**config.mk**
```make
export PLATFORM = sky130hd
export DESIGN_NAME = project_io_sequencer
export DESIGN_NICKNAME = d
export VERILOG_FILES = /design/src/rtl/project_io_pkg.sv /design/src/rtl/io_bus_mux.sv /design/src/rtl/project_io_sequencer.sv
export SDC_FILE = /design/constraint.sdc
export NUM_CORES = 1
export LEC_CHECK = 0
export ABC_AREA = 0
export CORE_AREA = 2 2 275 277
export CTS_CLUSTER_DIAMETER = 60
export DETAILED_ROUTE_END_ITERATION = 8
export DIE_AREA = 0 0 277 279
export GPL_ROUTABILITY_DRIVEN = 0
export SLEW_MARGIN = 30
export SYNTH_ARGS = -nofsm -noshare
export SYNTH_HDL_FRONTEND = slang
export SYNTH_SLANG_ARGS = --single-unit
```
**constraint.sdc**
```tcl
create_clock -name wb_clk_i -period 3.6 [get_ports wb_clk_i]
set_input_delay 0.36 -clock wb_clk_i [delete_from_list [all_inputs] [get_ports wb_clk_i]]
set_output_delay 0.36 -clock wb_clk_i [all_outputs]
set_load 0.005 [all_outputs]
```
**src/rtl/project_io_pkg.sv**
```systemverilog
`default_nettype none
// ============================================================================
// Module      : project_io_pkg
// Description : Shared types and defaults for the caravel user-IO sequencer.
//               Sequencer state enum, default bus geometry and the encoding
//               of the "no pending target" flag.
// Revision    : 1.0 - initial release
// ============================================================================
package project_io_pkg;

    localparam int c_DEF_NUM_PROJ = 8;
    localparam int c_DEF_IO_W     = 38;
    localparam int c_DEF_GUARD    = 4;

    typedef enum logic [1:0] {
        ST_OFF   = 2'd0,
        ST_DRAIN = 2'd1,
        ST_ARM   = 2'd2,
        ST_RUN   = 2'd3
    } seq_state_t;

    // Target-valid flag: a drain that ends with TARGET_NONE falls back to OFF.
    localparam logic TARGET_NONE = 1'b0;
    localparam logic TARGET_SET  = 1'b1;

endpackage
`default_nettype wire

```
**src/rtl/io_bus_mux.sv**
```systemverilog
`default_nettype none
// ============================================================================
// Module      : io_bus_mux
// Description : Combinational NUM_PROJ:1 selector of IO_W-wide slices.
//               Slice p occupies i_bus[p*IO_W +: IO_W]. A select value with
//               no matching slice yields all zeros.
// Ports       : i_bus  - packed project buses
//               i_sel  - slice index
//               o_data - selected slice
// Revision    : 1.0 - initial release
// ============================================================================
module io_bus_mux
    import project_io_pkg::*;
#(
    parameter int NUM_PROJ = c_DEF_NUM_PROJ,
    parameter int IO_W     = c_DEF_IO_W,
    parameter int SEL_W    = $clog2(NUM_PROJ)
)(
    input  logic [NUM_PROJ*IO_W-1:0] i_bus,
    input  logic [SEL_W-1:0]         i_sel,
    output logic [IO_W-1:0]          o_data
);

    always_comb begin
        o_data = '0;
        for (int p = 0; p < NUM_PROJ; p++) begin
            if (i_sel == SEL_W'(p)) begin
                o_data = i_bus[p*IO_W +: IO_W];
            end
        end
    end

endmodule
`default_nettype wire

```
**src/rtl/project_io_sequencer.sv**
```systemverilog
`default_nettype none
// ============================================================================
// Module      : project_io_sequencer
// Description : Owns the shared user IO pads and hands them to at most one
//               wrapped project at a time. Ownership changes pass through a
//               DRAIN interval (everything off, pads tri-stated) and an ARM
//               interval (new project enabled, pads still gated), each GUARD
//               cycles long, so two projects never drive the pads together.
// Ports       : wb_clk_i / wb_rst_n         - clock, async active-low reset
//               sel_i / sel_valid_i          - switch request (sel_ready_o)
//               disable_i                    - turn every project off
//               proj_io_out_i / proj_io_oeb_i- packed project pad buses
//               active_o                     - one-hot (or zero) enables
//               io_out / io_oeb              - registered pad drive
//               cur_sel_o / cur_valid_o      - current owner, valid in RUN
//               err_o                        - out-of-range request pulse
//               switch_cnt_o                 - completed switches (wraps)
// Revision    : 1.0 - initial release
// ============================================================================
module project_io_sequencer
    import project_io_pkg::*;
#(
    parameter int NUM_PROJ = c_DEF_NUM_PROJ,
    parameter int IO_W     = c_DEF_IO_W,
    parameter int GUARD    = c_DEF_GUARD,
    parameter int SEL_W    = $clog2(NUM_PROJ)
)(
    input  logic                     wb_clk_i,
    input  logic                     wb_rst_n,
    input  logic [SEL_W-1:0]         sel_i,
    input  logic                     sel_valid_i,
    output logic                     sel_ready_o,
    input  logic                     disable_i,
    input  logic [NUM_PROJ*IO_W-1:0] proj_io_out_i,
    input  logic [NUM_PROJ*IO_W-1:0] proj_io_oeb_i,
    output logic [NUM_PROJ-1:0]      active_o,
    output logic [IO_W-1:0]          io_out,
    output logic [IO_W-1:0]          io_oeb,
    output logic [SEL_W-1:0]         cur_sel_o,
    output logic                     cur_valid_o,
    output logic                     err_o,
    output logic [7:0]               switch_cnt_o
);

    localparam int                 CNT_W        = $clog2(GUARD + 1);
    localparam logic [CNT_W-1:0]   c_GUARD_LAST = CNT_W'(GUARD - 1);
    localparam logic [SEL_W:0]     c_NUM_PROJ   = (SEL_W + 1)'(NUM_PROJ);

    // ------------------------------------------------------------------
    // Registers
    // ------------------------------------------------------------------
    seq_state_t            r_state;
    logic [CNT_W-1:0]      r_cnt;
    logic                  r_tgt_vld;
    logic [SEL_W-1:0]      r_tgt_sel;

    logic [NUM_PROJ-1:0]   r_active;
    logic [IO_W-1:0]       r_io_out;
    logic [IO_W-1:0]       r_io_oeb;
    logic [SEL_W-1:0]      r_cur_sel;
    logic                  r_cur_valid;
    logic                  r_err;
    logic [7:0]            r_switch_cnt;
    logic                  r_sel_ready;

    // ------------------------------------------------------------------
    // Combinational
    // ------------------------------------------------------------------
    seq_state_t            w_next_state;
    logic                  w_next_tgt_vld;
    logic [SEL_W-1:0]      w_next_tgt_sel;
    logic                  w_sel_in_range;
    logic                  w_req;
    logic                  w_accept;
    logic                  w_guard_done;
    logic [IO_W-1:0]       w_mux_out;
    logic [IO_W-1:0]       w_mux_oeb;

    logic [NUM_PROJ-1:0]   w_active_next;
    logic [IO_W-1:0]       w_io_out_next;
    logic [IO_W-1:0]       w_io_oeb_next;
    logic [SEL_W-1:0]      w_cur_sel_next;
    logic                  w_run_entry;

    assign w_sel_in_range = ({1'b0, sel_i} < c_NUM_PROJ);
    assign w_req          = sel_valid_i & r_sel_ready;
    assign w_accept       = w_req & w_sel_in_range;
    assign w_guard_done   = (r_cnt == c_GUARD_LAST);

    // Pad path is mux-then-register; the mux always follows the owner.
    io_bus_mux #(
        .NUM_PROJ (NUM_PROJ),
        .IO_W     (IO_W),
        .SEL_W    (SEL_W)
    ) u_mux_out (
        .i_bus    (proj_io_out_i),
        .i_sel    (r_cur_sel),
        .o_data   (w_mux_out)
    );

    io_bus_mux #(
        .NUM_PROJ (NUM_PROJ),
        .IO_W     (IO_W),
        .SEL_W    (SEL_W)
    ) u_mux_oeb (
        .i_bus    (proj_io_oeb_i),
        .i_sel    (r_cur_sel),
        .o_data   (w_mux_oeb)
    );

    // ------------------------------------------------------------------
    // State register, guard counter and pending target
    // ------------------------------------------------------------------
    always_ff @(posedge wb_clk_i or negedge wb_rst_n) begin
        if (!wb_rst_n) begin
            r_state   <= ST_OFF;
            r_cnt     <= '0;
            r_tgt_vld <= TARGET_NONE;
            r_tgt_sel <= '0;
        end else begin
            r_state   <= w_next_state;
            r_tgt_vld <= w_next_tgt_vld;
            r_tgt_sel <= w_next_tgt_sel;
            // Any state change (including ARM->DRAIN) restarts the guard.
            if (w_next_state != r_state) begin
                r_cnt <= '0;
            end else if ((r_state == ST_DRAIN) || (r_state == ST_ARM)) begin
                r_cnt <= r_cnt + 1'b1;
            end
        end
    end

    // ------------------------------------------------------------------
    // Next-state logic
    // ------------------------------------------------------------------
    always_comb begin
        w_next_state   = r_state;
        w_next_tgt_vld = r_tgt_vld;
        w_next_tgt_sel = r_tgt_sel;
        case (r_state)
            ST_OFF: begin
                // Pads are already quiet, so go straight to ARM.
                if (w_accept) begin
                    w_next_tgt_vld = TARGET_SET;
                    w_next_tgt_sel = sel_i;
                    w_next_state   = ST_ARM;
                end
            end
            ST_RUN: begin
                // In RUN the target mirrors the owner, so a repeat select
                // of the owner changes nothing.
                if (disable_i) begin
                    w_next_tgt_vld = TARGET_NONE;
                    w_next_state   = ST_DRAIN;
                end else if (w_accept && (sel_i != r_cur_sel)) begin
                    w_next_tgt_vld = TARGET_SET;
                    w_next_tgt_sel = sel_i;
                    w_next_state   = ST_DRAIN;
                end
            end
            ST_DRAIN: begin
                if (w_guard_done) begin
                    w_next_state = (r_tgt_vld == TARGET_SET) ? ST_ARM : ST_OFF;
                end
            end
            ST_ARM: begin
                if (disable_i) begin
                    w_next_tgt_vld = TARGET_NONE;
                    w_next_state   = ST_DRAIN;
                end else if (w_guard_done) begin
                    w_next_state = ST_RUN;
                end
            end
            default: begin
                w_next_state = ST_OFF;
            end
        endcase
    end

    // ------------------------------------------------------------------
    // Output next-value logic
    // ------------------------------------------------------------------
    always_comb begin
        w_run_entry    = (r_state == ST_ARM) && (w_next_state == ST_RUN);
        w_cur_sel_next = w_run_entry ? r_tgt_sel : r_cur_sel;

        w_active_next = '0;
        for (int p = 0; p < NUM_PROJ; p++) begin
            w_active_next[p] = ((w_next_state == ST_ARM) || (w_next_state == ST_RUN))
                               && (w_next_tgt_sel == SEL_W'(p));
        end

        // Only forward project data while ownership is stable across the
        // edge; the first RUN cycle and any exit from RUN stay gated.
        if ((r_state == ST_RUN) && (w_next_state == ST_RUN)) begin
            w_io_out_next = w_mux_out;
            w_io_oeb_next = w_mux_oeb;
        end else begin
            w_io_out_next = '0;
            w_io_oeb_next = '1;
        end
    end

    // ------------------------------------------------------------------
    // Output registers
    // ------------------------------------------------------------------
    always_ff @(posedge wb_clk_i or negedge wb_rst_n) begin
        if (!wb_rst_n) begin
            r_active     <= '0;
            r_io_out     <= '0;
            r_io_oeb     <= '1;
            r_cur_sel    <= '0;
            r_cur_valid  <= 1'b0;
            r_err        <= 1'b0;
            r_switch_cnt <= '0;
            r_sel_ready  <= 1'b1;
        end else begin
            r_active     <= w_active_next;
            r_io_out     <= w_io_out_next;
            r_io_oeb     <= w_io_oeb_next;
            r_cur_sel    <= w_cur_sel_next;
            r_cur_valid  <= (w_next_state == ST_RUN);
            r_err        <= w_req & ~w_sel_in_range;
            r_sel_ready  <= (w_next_state == ST_OFF) || (w_next_state == ST_RUN);
            if (w_run_entry) begin
                r_switch_cnt <= r_switch_cnt + 8'd1;
            end
        end
    end

    assign sel_ready_o  = r_sel_ready;
    assign active_o     = r_active;
    assign io_out       = r_io_out;
    assign io_oeb       = r_io_oeb;
    assign cur_sel_o    = r_cur_sel;
    assign cur_valid_o  = r_cur_valid;
    assign err_o        = r_err;
    assign switch_cnt_o = r_switch_cnt;

endmodule
`default_nettype wire

```
==> flow_summary.toml <==
[global_routing]
grt_first_pass_wirelength_mm = 78.4
grt_pass1_vias = 11100
grtUsageTotal = 0.141
antenna_found_initial = 15
global_route.overflow_total = 0
grt_start_max_net_pins = 121

[cells_and_area]
drive_gt1_frac = 0.123
final_nets = 2191
fin_util = 0.230
fillers = 8092
syn_to_final_growth_pct = 103
stdcell_area_um2 = 17000

[worst_setup_path]
r2r_end = "io_oeb[24]$_DFF_PN1_"
r2r_cells = 12
arrival_ns = 3.49
critPathMaxFanout = 18
path_delay_family = "simple AND/OR/NAND/NOR gates"
crit_path_start = "r_state[0]$_DFF_PN0_"
slowest_stage = "nor3_2"
worst-path-buf-inv = 4
crit_chain = "inv_1 -> ha_1 -> inv_1 -> a2bb2oi_1 -> nor3_1 -> nor3_2 -> inv_1 -> ha_1 -> nand2_2 -> buf_12 -> a21oi_1 -> o21ai_0"
startpoint_type = "flop"
reg2reg_slack_ns = 0.40
crit_path_max_incr_delay_ns = 0.49
endpoint_kind = "flop"
cp.depth = 12
required_ns = 3.90
critPathKind = "flop to flop"
r2r-start = "r_state[0]$_DFF_PN0_"
crit_top_cell = "inv_1"

[route]
drc_errors = 0
antenna_left = 0
num_vias = 10800
routedWlPerCell_um = 22.3
dr.pass1.iters = 6
wl_mm = 56.7
vias_per_cell = 4.22
drt-initial-drc-count = 565

[die]
rows = 100
ios = 713
fp.dieH_um = 279
fp.dieW_um = 277
fp.coreArea_um2 = 74100
die_area_um2 = 77300
initial_core_util = 0.113

[power_and_ir_drop]
switching_share = 0.415
power_leakage_uw = 0.00594
p_sw_uw = 2490
vdd_drop_max_uv = 236
pwr-share-clk = 0.184
power-per-cell-area_nw_per_um2 = 353
intPower_uw = 3520
seqPwrFrac = 0.240
combPwrFrac = 0.577

[cts]
numCtsBuffers = 9
htreeDepth = 3
cts_tree = "yes"
clkSinkCount = 106
cts.path.max_buffers = 2
worstSkewPairLatency_ns = 0.40
post_cts_buffers = 0
ctsResizeCount = 0
ctsHoldBuffers = 0
clockRootBuffer = "clkbuf_16"
path_clk_slew_ns = 0.09

[logic_synthesis]
synth_top_family_by_area = "compound AO/OA/AOI/OAI gates"
synthSimpleGateAreaFrac = 0.0879
synth_mux_area_frac = 0.209
synth_xor_area_frac = 0.0133
yosysMostFrequentCell = "o21ai_0"
synth_edf_count = 0
synthCells = 902
yosys_most_used_dff = "dfrtp_1"
synth_nets = 1526
yosys.area.top_type = "dfrtp_1"
syn_avg_cell_area_um2 = 9.29
synthArstFlopShare = 1.00
yosysSeqAreaShare = 0.322
synthAdderAreaFrac = 0.0134
synth_area_um2 = 8380
synth_seq_cells = 106
synthTopCellsByCount = "o21ai_0 (111), a21oi_1 (87), nand2_1 (86)"
ys_top_cells_by_area = "dfrtp_1 (20%), mux4_2 (14%), dfstp_2 (12%)"
synth_top_area_frac = 0.200
synth-compound-area-share = 0.298
synth_warnings = 0
synth.distinct_cells = 49

[sta]
rsz0062_at_grt = "false"
finalWorstSetupSlack_ns = 0.404
relSlewSlack = 0.479
hold_viol_final = 0
drv_slew = 0
min_period_ns = 3.20
tns_ns = 0
final-setup-viol-count = 0
max_freq_mhz = 313
timing_worst_slew_pin_value_ns = 0.781
skew_ns = 0.0278
finalCritPeriodShare = 0.888
holdWs_ns = 0.0153

[place]
pre_cts_ws_ns = 0.415
dp.final_hpwl_mm = 46.6
portBuffers = 711
dpl_cell_area_um2 = 16700

[status]
status = "finished, final reports clean"

[hold_path]
hp-class = "primary input to async pin"

[job]
maxCapViolations = 0
-- power groups by stage --
stage	sequential [µW]	clock, µW	combinational, µW
after global placement	1470	0	3480
after CTS	1450	1180	3500
after floorplan	1430	0	1860
final	1440	1100	3470
after global routing	1460	1210	3770
after detailed placement	1470	0	3490
-- area by class of cell --
| class | count | area [µm²] | area share |
|---|---|---|---|
| diodes | 7 | 17.5 | 0.00103 |
| clock inverters | 7 | 91.3 | 0.00537 |
| inverters | 14 | 52.6 | 0.00309 |
| clock buffers | 9 | 225 | 0.0132 |
| flip-flops and latches | 106 | 2710 | 0.159 |
| well taps | 969 | 1210 | 0.0712 |
| repair buffers | 749 | 7480 | 0.439 |
| multi-input cells | 687 | 5230 | 0.307 |
-- through the flow --
| step | total power (µW) | cells |
|---|---|---|
| 3_3_place_gp | 4950 | 2525 |
| 5_1_grt | 6440 | 2545 |
| 2_1_floorplan | 3280 | 902 |
| 6_report | 6010 | 2548 |
| 3_5_place_dp | 4960 | 2525 |
| 4_1_cts | 6130 | 2541 |
-- cells in the final DEF, fill, tap and decap left out, types with 4 or more instances in the layout --
cell type	count
a211oi_1	5
a21boi_0	23
a21oi_1	87
a221oi_1	84
a222oi_1	7
a22oi_1	7
buf_12	6
buf_4	32
clkbuf_16	9
clkdlybuf4s50_1	710
clkinv_8	4
dfrtp_1	64
dfstp_2	39
diode_2	7
ha_1	9
inv_1	10
inv_2	4
mux2_2	28
mux2i_1	23
mux4_2	53
nand2_1	84
nand2b_1	4
nand3_1	5
nor2_1	56
nor4_1	8
o21ai_0	111
o22ai_1	47
xnor2_1	8
-- flip-flops by register name, summed over array words and instances (netlist names) --
register / cells
switch_cnt_o: 8
cur_sel_o: 3
r_tgt_vld: 1
io_oeb: 38
r_state: 2
active_o: 8
sel_ready_o: 1
r_tgt_sel: 3
cur_valid_o: 1
r_cnt: 3
io_out: 38
-- kinds of logic (layout without fill, tap and decap cells) --
group / Yosys count / in the layout
AND/OR/NAND/NOR: 176 / 176
other: 1 / 8
adder cells (fa/ha/maj): 9 / 9
flip-flops: 106 / 106
XOR/XNOR: 11 / 11
multiplexers: 105 / 105
AO/OA/AOI/OAI: 385 / 385
buffers and inverters: 109 / 779
-- routing by layer --
layer  GRT usage  routed length (µm)  vias to the layer above
li1            -                   -                     4869
met1       0.164               22300                     5202
met2       0.233               27000                      605
met3      0.0583                5920                       74
met4      0.0461                1420                       12
met5           0                  86                        -
-- how the worst max path moves through the flow --
stage                                 endpoint  slack [ns]
after detailed placement  io_oeb[24]$_DFF_PN1_        0.42
after floorplan            io_out[8]$_DFF_PN0_        0.88
after CTS                 io_oeb[24]$_DFF_PN1_        0.40
after global routing      io_oeb[32]$_DFF_PN1_        0.19
after global placement    io_out[16]$_DFF_PN0_        0.48
final                     io_oeb[24]$_DFF_PN1_        0.40
Power figures use the tool's default switching activity.
